===== src/rtl/csr_timer_intc.sv =====
// Stable counter, TID/TCFG/TVAL/TICLR timer CSRs and ESTAT.IS collection for the LoongArch32 core.
// CSR writes land on the write edge; external lines reach IS after two edges; int_req_o is combinational.
module csr_timer_intc #(
  parameter logic [31:0] TID_RESET = 32'h0
) (
  input  logic        clk,
  input  logic        rst,
  input  logic        csr_we,
  input  logic [13:0] csr_waddr,
  input  logic [31:0] csr_wdata,
  input  logic [7:0]  hw_int_i,
  input  logic        ipi_i,
  input  logic [12:0] ecfg_lie_i,
  input  logic        crmd_ie_i,
  output logic [31:0] tid_o,
  output logic [31:0] tcfg_o,
  output logic [31:0] tval_o,
  output logic [63:0] stable_cnt_o,
  output logic [12:0] estat_is_o,
  output logic        int_req_o
);

  localparam logic [13:0] ADDR_ESTAT = 14'h005;
  localparam logic [13:0] ADDR_TID   = 14'h040;
  localparam logic [13:0] ADDR_TCFG  = 14'h041;
  localparam logic [13:0] ADDR_TICLR = 14'h044;

  typedef enum logic [1:0] {
    T_IDLE,
    T_RUN,
    T_EXPIRED
  } tstate_t;

  tstate_t     state_q, state_d;
  logic [31:0] tid_q;
  logic [31:0] tcfg_q;
  logic [31:0] tval_q, tval_d;
  logic [63:0] cnt_q;
  logic [1:0]  swi_q;
  logic        ti_q;
  logic        ti_set;
  logic [7:0]  hw_meta_q, hw_sync_q;
  logic        ipi_meta_q, ipi_sync_q;

  logic        wr_estat, wr_tid, wr_tcfg, wr_ticlr;
  logic [31:0] reload_cur, reload_new;

  assign wr_estat = csr_we && (csr_waddr == ADDR_ESTAT);
  assign wr_tid   = csr_we && (csr_waddr == ADDR_TID);
  assign wr_tcfg  = csr_we && (csr_waddr == ADDR_TCFG);
  assign wr_ticlr = csr_we && (csr_waddr == ADDR_TICLR);

  assign reload_cur = {tcfg_q[31:2], 2'b00};
  assign reload_new = {csr_wdata[31:2], 2'b00};

  // Expiry still raises TI even if a TCFG write overrides the reload in the same cycle.
  always_comb begin
    state_d = state_q;
    tval_d  = tval_q;
    ti_set  = 1'b0;
    case (state_q)
      T_RUN: begin
        if (tval_q != 32'h0) begin
          tval_d = tval_q - 32'h1;
        end else begin
          ti_set = 1'b1;
          if (tcfg_q[1]) begin
            tval_d = reload_cur;
          end else begin
            tval_d  = 32'hFFFF_FFFF;
            state_d = T_EXPIRED;
          end
        end
      end
      T_EXPIRED: tval_d = 32'hFFFF_FFFF;
      default: ;
    endcase
    if (wr_tcfg) begin
      tval_d  = reload_new;
      state_d = csr_wdata[0] ? T_RUN : T_IDLE;
    end
  end

  always_ff @(posedge clk) begin
    if (rst) begin
      state_q <= T_IDLE;
      tval_q  <= 32'h0;
    end else begin
      state_q <= state_d;
      tval_q  <= tval_d;
    end
  end

  always_ff @(posedge clk) begin
    if (rst) begin
      tid_q      <= TID_RESET;
      tcfg_q     <= 32'h0;
      cnt_q      <= 64'h0;
      swi_q      <= 2'b00;
      ti_q       <= 1'b0;
      hw_meta_q  <= 8'h0;
      hw_sync_q  <= 8'h0;
      ipi_meta_q <= 1'b0;
      ipi_sync_q <= 1'b0;
    end else begin
      cnt_q      <= cnt_q + 64'h1;
      hw_meta_q  <= hw_int_i;
      hw_sync_q  <= hw_meta_q;
      ipi_meta_q <= ipi_i;
      ipi_sync_q <= ipi_meta_q;
      if (wr_tid)   tid_q  <= csr_wdata;
      if (wr_tcfg)  tcfg_q <= csr_wdata;
      if (wr_estat) swi_q  <= csr_wdata[1:0];
      // A set in the same cycle as a clear leaves TI asserted.
      ti_q <= ti_set | (ti_q & ~(wr_ticlr & csr_wdata[0]));
    end
  end

  assign tid_o        = tid_q;
  assign tcfg_o       = tcfg_q;
  assign tval_o       = tval_q;
  assign stable_cnt_o = cnt_q;
  assign estat_is_o   = {ipi_sync_q, ti_q, 1'b0, hw_sync_q, swi_q};
  assign int_req_o    = crmd_ie_i & (|(estat_is_o & ecfg_lie_i));

endmodule


===== config.mk =====
export PLATFORM = sky130hd
export DESIGN_NAME = csr_timer_intc
export DESIGN_NICKNAME = d
export VERILOG_FILES = /design/src/rtl/csr_timer_intc.sv
export SDC_FILE = /design/constraint.sdc
export NUM_CORES = 1
export LEC_CHECK = 0
export CORE_MARGIN = 10
export CORE_UTILIZATION = 44
export CTS_CLUSTER_DIAMETER = 80
export CTS_CLUSTER_SIZE = 12
export DETAILED_ROUTE_END_ITERATION = 8
export PLACE_DENSITY = 0.77
export SYNTH_ARGS = -nofsm -noshare
export SYNTH_HDL_FRONTEND = slang
export SYNTH_SLANG_ARGS = --single-unit
export TNS_END_PERCENT = 10

===== constraint.sdc =====
create_clock -name clk -period 2.4 [get_ports clk]
set_input_delay 0.24 -clock clk [delete_from_list [all_inputs] [get_ports clk]]
set_output_delay 0.24 -clock clk [all_outputs]
set_load 0.01 [all_outputs]

======== Word-level counts from Yosys, hierarchy flattened ========
Cells that the tools add are included.
cells by class
  add/subtract/negate cells ............... 2
  $mul .................................... 0
  div/mod/pow operators ................... 0
  $lt $le $gt $ge ......................... 0
  eq/ne operators ......................... 8
  shifts and indexed selects .............. 0
  multiplexer cells ....................... 11
  bitwise logic cells ..................... 6
  reductions and logical operators ........ 11
operator list
  operator                                               number
  2-to-1 mux 32 bit                                      3
  adder 64 x 1 -> 64 bit, second input constant          1
  case mux 32 bit (2 select lines)                       1
  == test 14 x 7 -> 1 bit, second input constant         3
  nonzero test 32 bit                                    1
  subtractor 32 x 1 -> 32 bit, second input constant     1
  == test 14 x 3 -> 1 bit, second input constant         1
  AND 13 bit                                             1
  OR reduction 13 bit                                    1
  2-to-1 mux 2 bit                                       4
  logical AND 1 bit                                      4
  nonzero test 2 bit                                     2
  AND 1 bit                                              3
  2-to-1 mux 1 bit                                       3
  AND reduction 3 bit                                    1
  nonzero test 3 bit                                     1
  == test 2 x 1 -> 1 bit, second input constant          1
  == test 2 bit, second input constant                   1
  inequality test 2 x 1 -> 1 bit, second input constant  1
  inequality test 2 bit, second input constant           1
  OR reduction 2 bit                                     1
  NOT 1 bit                                              1
  OR 1 bit                                               1
word-level totals
  bits in registers ....................... 183
  latch bits .............................. 0
  bits in writable memories ............... 0
  ROM bits ................................ 0
  bits of input ports ..................... 72
  logic and storage cells ................. 50
  memories ................................ 0

======== Longest topological paths before layout ========
Gate-level depths: netlist of the first run.
  depth after elaboration ................. 6
  gate-level depth with buffers ........... 10

======== Worst setup path after synthesis of the first run ========
Ideal clock, no wire load.
  path type ............................... reg2reg
  from .................................... register tval_q[3] (netlist: tval_o[3])
  to ...................................... register tval_q[0] (netlist: tval_o[0])
  setup time .............................. 0.120 ns
  arrival time ............................ 2.221 ns
  required time ........................... 2.280 ns
  slack ................................... 0.058 ns
  cell stages (with the launch flop) ...... 11
  cell sequence ........................... dfxtp_1 -> buf_6 -> or4_1 -> buf_2 -> nor4_4 -> and3_1 -> buf_6 -> buf_12 -> buf_4 -> mux2i_1 -> a21oi_1
on the way
  longest elaborated chain between the ends .. 3
RTL lines
  element                           RTL line  source
  start, declared                   37        logic [31:0] tval_q, tval_d;
  start signal, assigned            90        tval_q <= tval_d;
  nonzero test 32 bit               63        if (tval_q != 32'h0) begin
  2-to-1 mux 32 bit                 63
  case mux 32 bit (2 select lines)  61        case (state_q)
No other way between the ends.
A chain may end at the register's enable or synchronous reset.

======== Final worst setup path of the first run ========
  from .................................... register tval_q[8] (netlist: tval_o[8])
  to ...................................... register tval_q[24] (netlist: tval_o[24])
on the way
  longest elaborated chain between the ends .. 4
  elaborated cells on any way between the ends .. 5
  classes of those cells .................. 1 x add/sub; 3 x mux; 1 x reduce/logical
RTL lines
  element                                                                    RTL line  source
  subtractor 32 x 1 -> 32 bit / nonzero test 32 bit (equally long branches)  64, 63
  2-to-1 mux 32 bit (*)                                                      63
  case mux 32 bit (2 select lines) (*)                                       61
  2-to-1 mux 32 bit (*)                                                      78        if (wr_tcfg) begin
Every way passes the cells marked *; elsewhere a longest branch is shown, timed or not.

==> qor.csv, run 1 <==
stage,metric,value,unit
logic_synthesis,yosysTopAreaCell,dfxtp_1,
floorplanning,std_cell_rows,51,
logic_synthesis,synthArstFlopShare,0,
global_route,met1_usage,0.272,
floorplanning,core,0.0195,mm2
logic_synthesis,seq_area_frac_synth,0.419,
detailed_routing,ant_nets,0,
run_status,status,completed,
placed_design,place_hpwl,23.4,mm
pwr,p_switching,1.48,mW
floorplanning,ioPinCount,246,
worst_setup_path,path_class,reg2reg,
worst_setup_path,setup.worst_path.end_class,flop,
global_route,use_met2,0.386,
timing,layout_min_cycle_time,2.38,ns
worst_setup_path,critPathBufInv,2,
pwr,leakage,4.57,nW
detailed_routing,drt_iter0_drc,810,
timing,holdWs,0.221,ns
worst_setup_path,cp_cell_sequence,"buf_4, nor4_1, buf_4, nand4_1, or4b_2, o31ai_2, a211oi_1",
floorplanning,die_area,0.0259,mm2
cts,clk_pin_slew,0.07,ns
floorplanning,die_w,161,um
pwr,p_seq_frac,0.504,
timing,finalHoldViolCount,0,
timing,tightest_slew,0.679,ns
logic_synthesis,synth_edf_count,0,
final_layout,final_cells,1651,
final_layout,seqCellArea,0.00366,mm2
global_route,track_usage,0.230,
logic_synthesis,yosysMostFrequentCell,dfxtp_1,
placed_design,port_buffers,243,
floorplanning,die_y,161,um
timing,setup_viol,0,
placed_design,pre_cts_slack,-0.256,ns
final_layout,fillers,1654,
cts,clkSinkCount,183,
detailed_routing,viasPerCell,5.70,
logic_synthesis,synthCells,1078,
floorplanning,start_util,0.448,
pwr,internal-power,4.60,mW
timing,tns,0,ns
worst_setup_path,arrival,2.68,ns
logic_synthesis,yosys-top-cells-count,"183 x dfxtp_1, 170 x nand2_1, 96 x a21oi_1",
placed_design,place.gp.congestion,0.929,
final_layout,multi_input_area,0.00480,mm2
worst_setup_path,worstPathRequired,2.70,ns
timing,clock-skew-final,0.0114,ns
final_layout,layout-drive-gt1-share,0.127,
worst_setup_path,cpMaxStageDelayCell,or4b_2,
timing,period_share,0.991,
logic_synthesis,synthTopCellsByArea,"dfxtp_1 42%, nand2_1 7.3%, a21oi_1 5.5%, nor2_1 3.4%, xnor2_1 3.2%",
worst_setup_path,startpoint_type,flop,
timing,slew_violations,0,
logic_synthesis,synth_warnings,0,
logic_synthesis,synth-seq-cells,183,
worst_setup_path,cp_slowest_stage_delay,0.70,ns
final_layout,design_area,0.0127,mm2
cts,insertion_delay,0.44,ns
logic_synthesis,postSynthAreaPerCell,8.12,um2
detailed_routing,wire_per_inst,18.9,um
global_route,antenna_found_initial,2,
cts,cts.path.max_buffers,2,
detailed_routing,firstDrtPassIters,5,
global_route,grt_max_degree,99,
worst_setup_path,crit_path_frequent_cell,buf_4,
timing,maxSlewHeadroom,0.544,
pwr,p_per_area,479,mW/mm2
timing,worst_slack,0.0204,ns
placed_design,place_inst,1618,
min_path,min_path_type,in2reg,
logic_synthesis,synth_cell_types,66,
global_route,busiest_layer,met2,
final_layout,fin_nets,1449,
logic_synthesis,synth.cell_area,0.00875,mm2
pwr,pwr-share-comb,0.046,
global_route,grt_pass1_vias,9147,
cts,clockRootBuffer,clkbuf_16,
cts,cts_tree,done,
cts,htreeDepth,4,
detailed_routing,vias,9405,
worst_setup_path,cp_max_fo,6,
final_layout,area_growth_syn_to_layout,45.2,%
timing,clock.fmax,420,MHz
logic_synthesis,syn-num-nets,1155,
global_route,overflow,0,
global_route,grt_pass1_wl,49.2,mm
cts,cts_hold_buf,0,
logic_synthesis,yosysTopAreaCellShare,0.419,
cts,post_cts_buffers,0,
worst_setup_path,cp_top_family,simple AND/OR/NAND/NOR gates,
timing,rsz0062_at_grt,yes,
logic_synthesis,ys.flop_type,dfxtp_1,
pwr,ir_worst_vdd,507,uV
run,drv_cap,0,
placed_design,place_area,0.0120,mm2
cts,cts_buffers,17,
pwr,p_clk_frac,0.451,
detailed_routing,drt-total-wl,31.1,mm
pwr,switching_share,0.243,
detailed_routing,post-route-drc-count,0,
global_route,grt_use_met3,0.0737,
## worst reg2reg max path, stage by stage (launching register included)
cell	delay (ns)
dfxtp_1	0.33
buf_4	0.16
nor4_1	0.36
buf_4	0.19
nand4_1	0.14
or4b_2	0.70
o31ai_2	0.26
a211oi_1	0.13
## repair_timing
action                     CTS  global route
pin swaps                    0             2
gates resized for setup      8            16
hold endpoints to repair     0             0
setup endpoints to repair    8            27
## cell families after synthesis
logic type               Yosys count  synth area share
multiplexers                      17            0.0199
XOR/XNOR                          50            0.0500
other                              1          0.000428
AO/OA/AOI/OAI                    211             0.154
buffers and inverters             91            0.0456
AND/OR/NAND/NOR                  520             0.304
adder cells (fa/ha/maj)            5           0.00715
flip-flops                       183             0.419
## per-layer routing
layer  routed length, um  up-vias
met5                  20        -
met4                 754        2
met3                2830       60
met2               15200      409
met1               12400     4460
li1                    -     4474
## cell type report
type | instances | area share
tap | 265 | 0.0261
timing repair buffer | 347 | 0.258
sequential | 183 | 0.288
multi-input combinational | 804 | 0.378
clock buffer | 18 | 0.0346
antenna | 1 | 0.000197
clock inverter | 14 | 0.0101
inverter | 19 | 0.00561
## through the flow
stage                     power, mW   util
after floorplan                3.22      -
after global placement         3.41  0.616
after detailed placement       3.41  0.616
after CTS                      6.12  0.647
after global routing           6.26  0.651
final                          6.08  0.651
## state kept, by name (all words and copies together) (netlist names)
signal	flops
ti_q	1
tcfg_o	32
tid_o	32
stable_cnt_o	64
ipi_sync_q	1
ipi_meta_q	1
swi_q	2
hw_sync_q	8
tval_o	32
state_q	2
hw_meta_q	8
## power groups by stage
stage	clock network (mW)	logic (mW)	registers, mW
after floorplan	0	0.0793	3.14
after CTS	2.78	0.277	3.06
after global placement	0	0.275	3.13
final	2.74	0.279	3.06
after global routing	2.90	0.296	3.06
after detailed placement	0	0.275	3.13
## placed cells by master, fill, tap and decap left out, drive strengths merged, types with 21 or more instances in the layout
| master | instances |
|---|---|
| a21oi | 96 |
| buf | 105 |
| clkdlybuf4s50 | 242 |
| dfxtp | 183 |
| inv | 27 |
| nand2 | 170 |
| nand3 | 28 |
| nand4 | 38 |
| nor2 | 81 |
| nor2b | 21 |
| nor3 | 43 |
| nor4 | 34 |
| o21ai | 31 |
| or3 | 21 |
| or4 | 21 |
| xnor2 | 32 |
## worst paths after layout
kind,from,end,slack (ns),depth (start not counted)
worst max register to register,tval_o[8]$_SDFFE_PP0P_,tval_o[24]$_SDFFE_PP0P_,0.02,7
worst min-delay path,rst,tcfg_o[23]$_SDFFE_PP0P_,0.22,2
worst max-delay path,tval_o[8]$_SDFFE_PP0P_,tval_o[24]$_SDFFE_PP0P_,0.02,7
worst min register to register,hw_meta_q[1]$_SDFF_PP0_,hw_sync_q[1]$_SDFF_PP0_,0.44,1
Note: power is estimated with default switching activity, not from simulation.
==> inputs of run 2 (changes only) <==
- CORE_MARGIN: 10 -> 2
==> run 2 against run 1 <==
  * The run now ends with setup timing left
  * Register-to-register slack got worse by 0.02 ns
  * Critical endpoint is now tval_o[21]$_SDFFE_PP0P_
  * Non-clock buffer count rose by 13
  * Sequential share of layout area down 0.36 points
  * Critical path type unchanged
==> qor.csv, run 2 (synthesis results as in run 1) <==
stage,metric,value,unit,change
run_status,status,"finished, violations left",,was completed
run_status,failed_checks,setup timing,,
final_layout,fin_nets,1462,,was 1449
detailed_routing,vias,9424,,was 9405
final_layout,final_common_cell,clkdlybuf4s50_1,,unchanged
floorplanning,core,0.0195,mm2,about the same
final_layout,design_area,0.0129,mm2,was 0.0127 mm2
floorplanning,std_cell_rows,51,,unchanged
cts,clk_pin_slew,0.07,ns,about the same
timing,layout_min_cycle_time,2.40,ns,was 2.38 ns
floorplanning,die_area,0.0210,mm2,was 0.0259 mm2
cts,cts_tree,done,,unchanged
final_layout,antennaDiodeCount,0,,was 1
final_layout,mostFrequentLayoutCells,"242 x clkdlybuf4s50_1, 183 x dfxtp_1, 170 x nand2_1",,unchanged
detailed_routing,post-route-drc-count,0,,unchanged
worst_setup_path,setup.worst_path.end_class,flop,,unchanged
pwr,power,6.37,mW,was 6.08 mW
global_route,overflow,0,,unchanged
run,drv_cap,0,,unchanged
cts,cts_buffers,17,,unchanged
timing,tightest_slew,0.946,ns,was 0.679 ns
cts,htreeDepth,4,,unchanged
worst_setup_path,worstPathRequired,2.70,ns,about the same
pwr,p_per_area,495,mW/mm2,was 479 mW/mm2
global_route,grt_pass1_vias,9152,,was 9147
final_layout,layout-drive-gt1-share,0.135,,was 0.127
final_layout,multi_input_area,0.00483,mm2,was 0.00480 mm2
cts,cts.path.max_buffers,2,,unchanged
detailed_routing,firstDrtPassIters,5,,unchanged
worst_setup_path,cp_max_fo,10,,was 6
detailed_routing,wire_per_inst,17.9,um,was 18.9 um
detailed_routing,viasPerCell,5.67,,was 5.70
cts,clockRootBuffer,clkbuf_16,,unchanged
worst_setup_path,path_class,reg2reg,,unchanged
floorplanning,start_util,0.450,,was 0.448
timing,slew_violations,0,,unchanged
placed_design,place_area,0.0121,mm2,was 0.0120 mm2
worst_setup_path,r2r-end,tval_o[21]$_SDFFE_PP0P_,,was tval_o[24]$_SDFFE_PP0P_
placed_design,port_buffers,243,,unchanged
global_route,grt_pass1_wl,47.5,mm,was 49.2 mm
floorplanning,ioPinCount,246,,unchanged
final_layout,fillers,1656,,was 1654
placed_design,pre_cts_slack,-0.339,ns,was -0.256 ns
timing,finalHoldViolCount,0,,unchanged
worst_setup_path,startpoint_type,flop,,unchanged
cts,cts_hold_buf,0,,unchanged
timing,clock.fmax,417,MHz,was 420 MHz
min_path,min_path_type,in2reg,,unchanged
cts,clkSinkCount,183,,unchanged
worst_setup_path,crit_start,tval_o[11]$_SDFFE_PP0P_,,was tval_o[8]$_SDFFE_PP0P_
timing,period_share,1.00,,was 0.991
worst_setup_path,endpoint,tval_o[21]$_SDFFE_PP0P_,,was tval_o[24]$_SDFFE_PP0P_
cts,insertion_delay,0.43,ns,was 0.44 ns
placed_design,place.gp.congestion,0.899,,was 0.929
floorplanning,die_y,145,um,was 161 um
timing,worst_slack,-0.000762,ns,was 0.0204 ns
worst_setup_path,r2r_setup_slack,-0.0008,ns,was 0.02 ns
final_layout,seqCellArea,0.00366,mm2,unchanged
final_layout,fin_util,0.661,,was 0.651
global_route,grt_max_degree,91,,was 99
final_layout,area_growth_syn_to_layout,47.0,%,was 45.2%
worst_setup_path,r2r_start,tval_o[11]$_SDFFE_PP0P_,,was tval_o[8]$_SDFFE_PP0P_
global_route,antenna_found_initial,1,,was 2
detailed_routing,ant_nets,0,,unchanged
pwr,ir_worst_vdd,492,uV,was 507 uV
worst_setup_path,arrival,2.70,ns,was 2.68 ns
detailed_routing,drt_iter0_drc,671,,was 810
placed_design,place_hpwl,21.5,mm,was 23.4 mm
detailed_routing,drt-total-wl,29.8,mm,was 31.1 mm
floorplanning,die_w,145,um,was 161 um
global_route,track_usage,0.274,,was 0.230
timing,clock-skew-final,0.0130,ns,was 0.0114 ns
timing,rsz0062_at_grt,yes,,unchanged
timing,maxSlewHeadroom,0.366,,was 0.544
final_layout,largest_reg_flops,64,,unchanged
timing,setup_viol,1,,was 0
pwr,leakage,4.68,nW,was 4.57 nW
worst_setup_path,worst_r2r_path_depth,6,,was 7
==> run 2: cell count changes in the layout (fill, tap and decap cells not counted), sizes merged <==
cell,change
buf,+13
diode,-1
clkbuf,+1
bufinv,+4
inv,-5
==> run 2: critical path: stages, from the launching register on <==
cell and delay [ns]:
dfxtp_1 0.32, or4_4 0.60, or4_1 0.53, buf_4 0.19, o21ai_0 0.14, nor4b_1 0.37, o21ai_0 0.12
==> run 2: repair_timing <==
action / in CTS / in global routing
pin swaps: 0 / 5
gates resized for setup: 7 / 23
setup buffers: 0 / 3
setup endpoints to repair: 26 / 38
==> run 2: per-layer routing <==
metal | up-vias | routed length [um] | global-route usage
li1 | 4503 | - | -
met1 | 4441 | 12400 | 0.342
met2 | 401 | 14400 | 0.462
met3 | 77 | 2080 | 0.0575
met4 | 2 | 920 | 0.112
met5 | - | 17 | 0
==> run 2: layout make-up <==
class	count	area share
multi-input combinational	804	0.375
tap	265	0.0258
clock buffer	19	0.0336
sequential	183	0.285
timing repair buffer	360	0.260
inverter	19	0.00554
clock inverter	13	0.0152
==> run 2: how the worst min path moves through the flow <==
stage	from	endpoint	slack [ns]	depth (start not counted)
detailed placement	ipi_meta_q$_SDFF_PP0_	ipi_sync_q$_SDFF_PP0_	0.43	1
global route	rst	tcfg_o[17]$_SDFFE_PP0P_	0.20	2
global placement	hw_meta_q[7]$_SDFF_PP0_	hw_sync_q[7]$_SDFF_PP0_	0.42	1
finish	rst	tcfg_o[17]$_SDFFE_PP0P_	0.21	2
CTS	rst	tcfg_o[24]$_SDFFE_PP0P_	0.19	2
floorplan	hw_int_i[0]	hw_meta_q[0]$_SDFF_PP0_	0.37	1
==> run 2: per-stage QoR <==
step | hold slack (ns) | TNS, ns | std cells
2_1_floorplan | 0.368 | 0 | 1078
3_3_place_gp | 0.418 | -9.25 | 1628
3_5_place_dp | 0.427 | -10.01 | 1628
4_1_cts | 0.191 | -0.0174 | 1660
5_1_grt | 0.202 | -0.119 | 1663
6_report | 0.211 | -0.000762 | 1663
==> run 2: power breakdown <==
part | leakage (nW) | internal [mW] | switching (mW) | total (mW)
logic | 2.90 | 0.154 | 0.128 | 0.282
clock network | 0.300 | 1.76 | 1.26 | 3.02
registers | 1.48 | 3.05 | 0.0122 | 3.07
==> inputs of run 3 (changes only) <==
- CORE_UTILIZATION: 44 -> 48
- PLACE_DENSITY: 0.77 -> 0.8
- clock period: 2.4 -> 2.34 ns (I/O delays scaled with it)
==> run 3 against run 2 <==
  * The run now ends clean
  * Non-clock buffer count grew 10
  * Fmax grew 4.9%
  * Utilization grew 6.0 points
  * Total power shrank 2.0%
  * Sequential power grew 2%
  * Count of clock-buffer cells in the layout grew 2
  * Via count grew 1.5%
  * Final cell count shrank 1.6%
  * Register-to-register slack gained 0.05 ns
  * Clock power shrank 7.0%
  * Critical path type unchanged
  * Largest cell class unchanged
==> qor.csv, run 3 (synthesis results as in run 1) <==
stage,metric,value,unit,change
run_status,status,completed,,"was finished, violations left"
worst_setup_path,startpoint_type,flop,,unchanged
detailed_routing,wire_per_inst,17.9,um,about the same
detailed_routing,post-route-drc-count,0,,unchanged
global_route,track_usage,0.292,,was 0.274
final_layout,antennaDiodeCount,0,,unchanged
pwr,p_per_area,484,mW/mm2,was 495 mW/mm2
pwr,p_clk_frac,0.450,,was 0.474
timing,period_share,0.978,,was 1.00
placed_design,port_buffers,243,,unchanged
cts,cts_tree,done,,unchanged
global_route,grt_pass1_wl,46.0,mm,was 47.5 mm
detailed_routing,viasPerCell,5.84,,was 5.67
min_path,min_path_type,in2reg,,unchanged
placed_design,place_inst,1605,,was 1628
cts,clockRootBuffer,clkbuf_16,,unchanged
cts,cts.path.max_buffers,2,,unchanged
timing,slew_violations,0,,unchanged
worst_setup_path,crit_start,tval_o[8]$_SDFFE_PP0P_,,was tval_o[11]$_SDFFE_PP0P_
global_route,grt_max_degree,63,,was 91
timing,clock.fmax,437,MHz,was 417 MHz
worst_setup_path,r2r_start,tval_o[8]$_SDFFE_PP0P_,,was tval_o[11]$_SDFFE_PP0P_
global_route,grt_pass1_vias,9011,,was 9152
pwr,leakage,4.74,nW,was 4.68 nW
final_layout,layout-drive-gt1-share,0.140,,was 0.135
floorplanning,die_w,139,um,was 145 um
worst_setup_path,setup.worst_path.end_class,flop,,unchanged
detailed_routing,vias,9563,,was 9424
cts,clkSinkCount,183,,unchanged
min_path,min_from,rst,,unchanged
floorplanning,std_cell_rows,49,,was 51
cts,cts_buffers,17,,unchanged
pwr,pwr-share-comb,0.046,,was 0.044
timing,maxSlewHeadroom,0.576,,was 0.366
global_route,antenna_found_initial,1,,unchanged
worst_setup_path,arrival,2.59,ns,was 2.70 ns
final_layout,final_cells,1637,,was 1663
floorplanning,start_util,0.489,,was 0.450
floorplanning,ioPinCount,246,,unchanged
final_layout,largest_reg_flops,64,,unchanged
timing,tns,0,ns,was -0.000762 ns
timing,layout_min_cycle_time,2.29,ns,was 2.40 ns
pwr,switching_share,0.229,,was 0.219
placed_design,place_hpwl,21.5,mm,about the same
floorplanning,core,0.0179,mm2,was 0.0195 mm2
cts,clk_pin_slew,0.07,ns,about the same
worst_setup_path,cp_max_fo,7,,was 10
floorplanning,die_y,139,um,was 145 um
timing,tightest_slew,0.631,ns,was 0.946 ns
final_layout,mostFrequentLayoutCells,"242 x clkdlybuf4s50_1, 183 x dfxtp_1, 170 x nand2_1",,unchanged
final_layout,fin_nets,1472,,was 1462
timing,setup_viol,0,,was 1
worst_setup_path,worstPathRequired,2.64,ns,was 2.70 ns
timing,holdWs,0.154,ns,was 0.211 ns
floorplanning,die_area,0.0193,mm2,was 0.0210 mm2
cts,insertion_delay,0.44,ns,was 0.43 ns
pwr,p_seq_frac,0.504,,was 0.481
timing,clock-skew-final,0.0122,ns,was 0.0130 ns
timing,finalHoldViolCount,0,,unchanged
detailed_routing,drt_iter0_drc,790,,was 671
worst_setup_path,path_class,reg2reg,,unchanged
cts,htreeDepth,4,,unchanged
final_layout,area_growth_syn_to_layout,47.4,%,was 47.0%
run,drv_cap,0,,unchanged
detailed_routing,firstDrtPassIters,6,,was 5
placed_design,place.gp.congestion,0.951,,was 0.899
global_route,overflow,0,,unchanged
detailed_routing,ant_nets,0,,unchanged
final_layout,final_common_cell,clkdlybuf4s50_1,,unchanged
pwr,ir_worst_vdd,493,uV,was 492 uV
pwr,internal-power,4.81,mW,was 4.97 mW
detailed_routing,drt-total-wl,29.3,mm,was 29.8 mm
pwr,p_switching,1.43,mW,was 1.40 mW
==> run 3: changes by cell type in the layout (fill, tap and decap cells not counted), moves of 2 or more <==
cell,before,now
a2111oi_1,1,4
a2111oi_2,7,3
buf_12,3,10
buf_4,115,118
bufinv_16,4,1
inv_6,2,4
nor3_1,41,38
nor3_2,2,5
nor4_2,5,7
nor4_4,4,2
==> run 3: layout make-up <==
| class | count | area, um2 |
|---|---|---|
| flip-flops and latches | 183 | 3660 |
| repair buffers | 370 | 3510 |
| fillers | 1336 | 5000 |
| clock buffers | 21 | 450 |
| well taps | 229 | 287 |
| inverters | 19 | 71.3 |
| clock inverters | 11 | 115 |
| multi-input cells | 804 | 4810 |
==> run 3: path summary, 6_finish.rpt <==
| kind | to | depth (start not counted) | slack [ns] |
|---|---|---|---|
| hold / removal | tcfg_o[28]$_SDFFE_PP0P_ | 2 | 0.15 |
| setup / recovery | tval_o[29]$_SDFFE_PP0P_ | 8 | 0.05 |
| hold reg to reg | hw_sync_q[1]$_SDFF_PP0_ | 1 | 0.44 |
| setup reg to reg | tval_o[29]$_SDFFE_PP0P_ | 8 | 0.05 |
==> run 3: critical path, stage by stage, from the launching register on <==
cell,delay (ns)
dfxtp_1,0.32
or4_4,0.57
nor4_2,0.26
buf_4,0.16
buf_4,0.14
nand4_1,0.09
buf_4,0.17
o21ai_0,0.29
o21ai_0,0.15
==> run 3: through the flow <==
step / setup slack [ns] / instance area, um2 / utilization / total power [mW]
after CTS: 0.0294 / 12800 / 0.715 / 6.26
final: 0.0504 / 12900 / 0.721 / 6.24
after global routing: -0.00733 / 12900 / 0.721 / 6.42
after floorplan: -0.00165 / 8750 / - / 3.30
after global placement: 0.0113 / 12200 / 0.683 / 3.49
after detailed placement: -0.0838 / 12200 / 0.683 / 3.50
==> run 3: repair_timing <==
action,4_1_cts,5_1_grt
hold buffers,0,0
setup buffers,0,0
pin swaps,1,3
setup endpoints to repair,7,36
resized for setup,3,21
==> run 3: power groups by stage <==
stage / clock network [mW] / registers, mW / logic, mW
floorplan: 0 / 3.22 / 0.0813
global placement: 0 / 3.21 / 0.281
detailed placement: 0 / 3.21 / 0.283
CTS: 2.84 / 3.14 / 0.285
global route: 2.97 / 3.14 / 0.305
finish: 2.81 / 3.14 / 0.287
==> run 3: routing by layer <==
layer | GRT usage | vias to the layer above | share of wire
met4 | 0.121 | 2 | 0.034
met2 | 0.495 | 470 | 0.49
met1 | 0.360 | 4491 | 0.40
met3 | 0.0639 | 85 | 0.080
met5 | 0 | - | 0.00041
li1 | - | 4515 | -
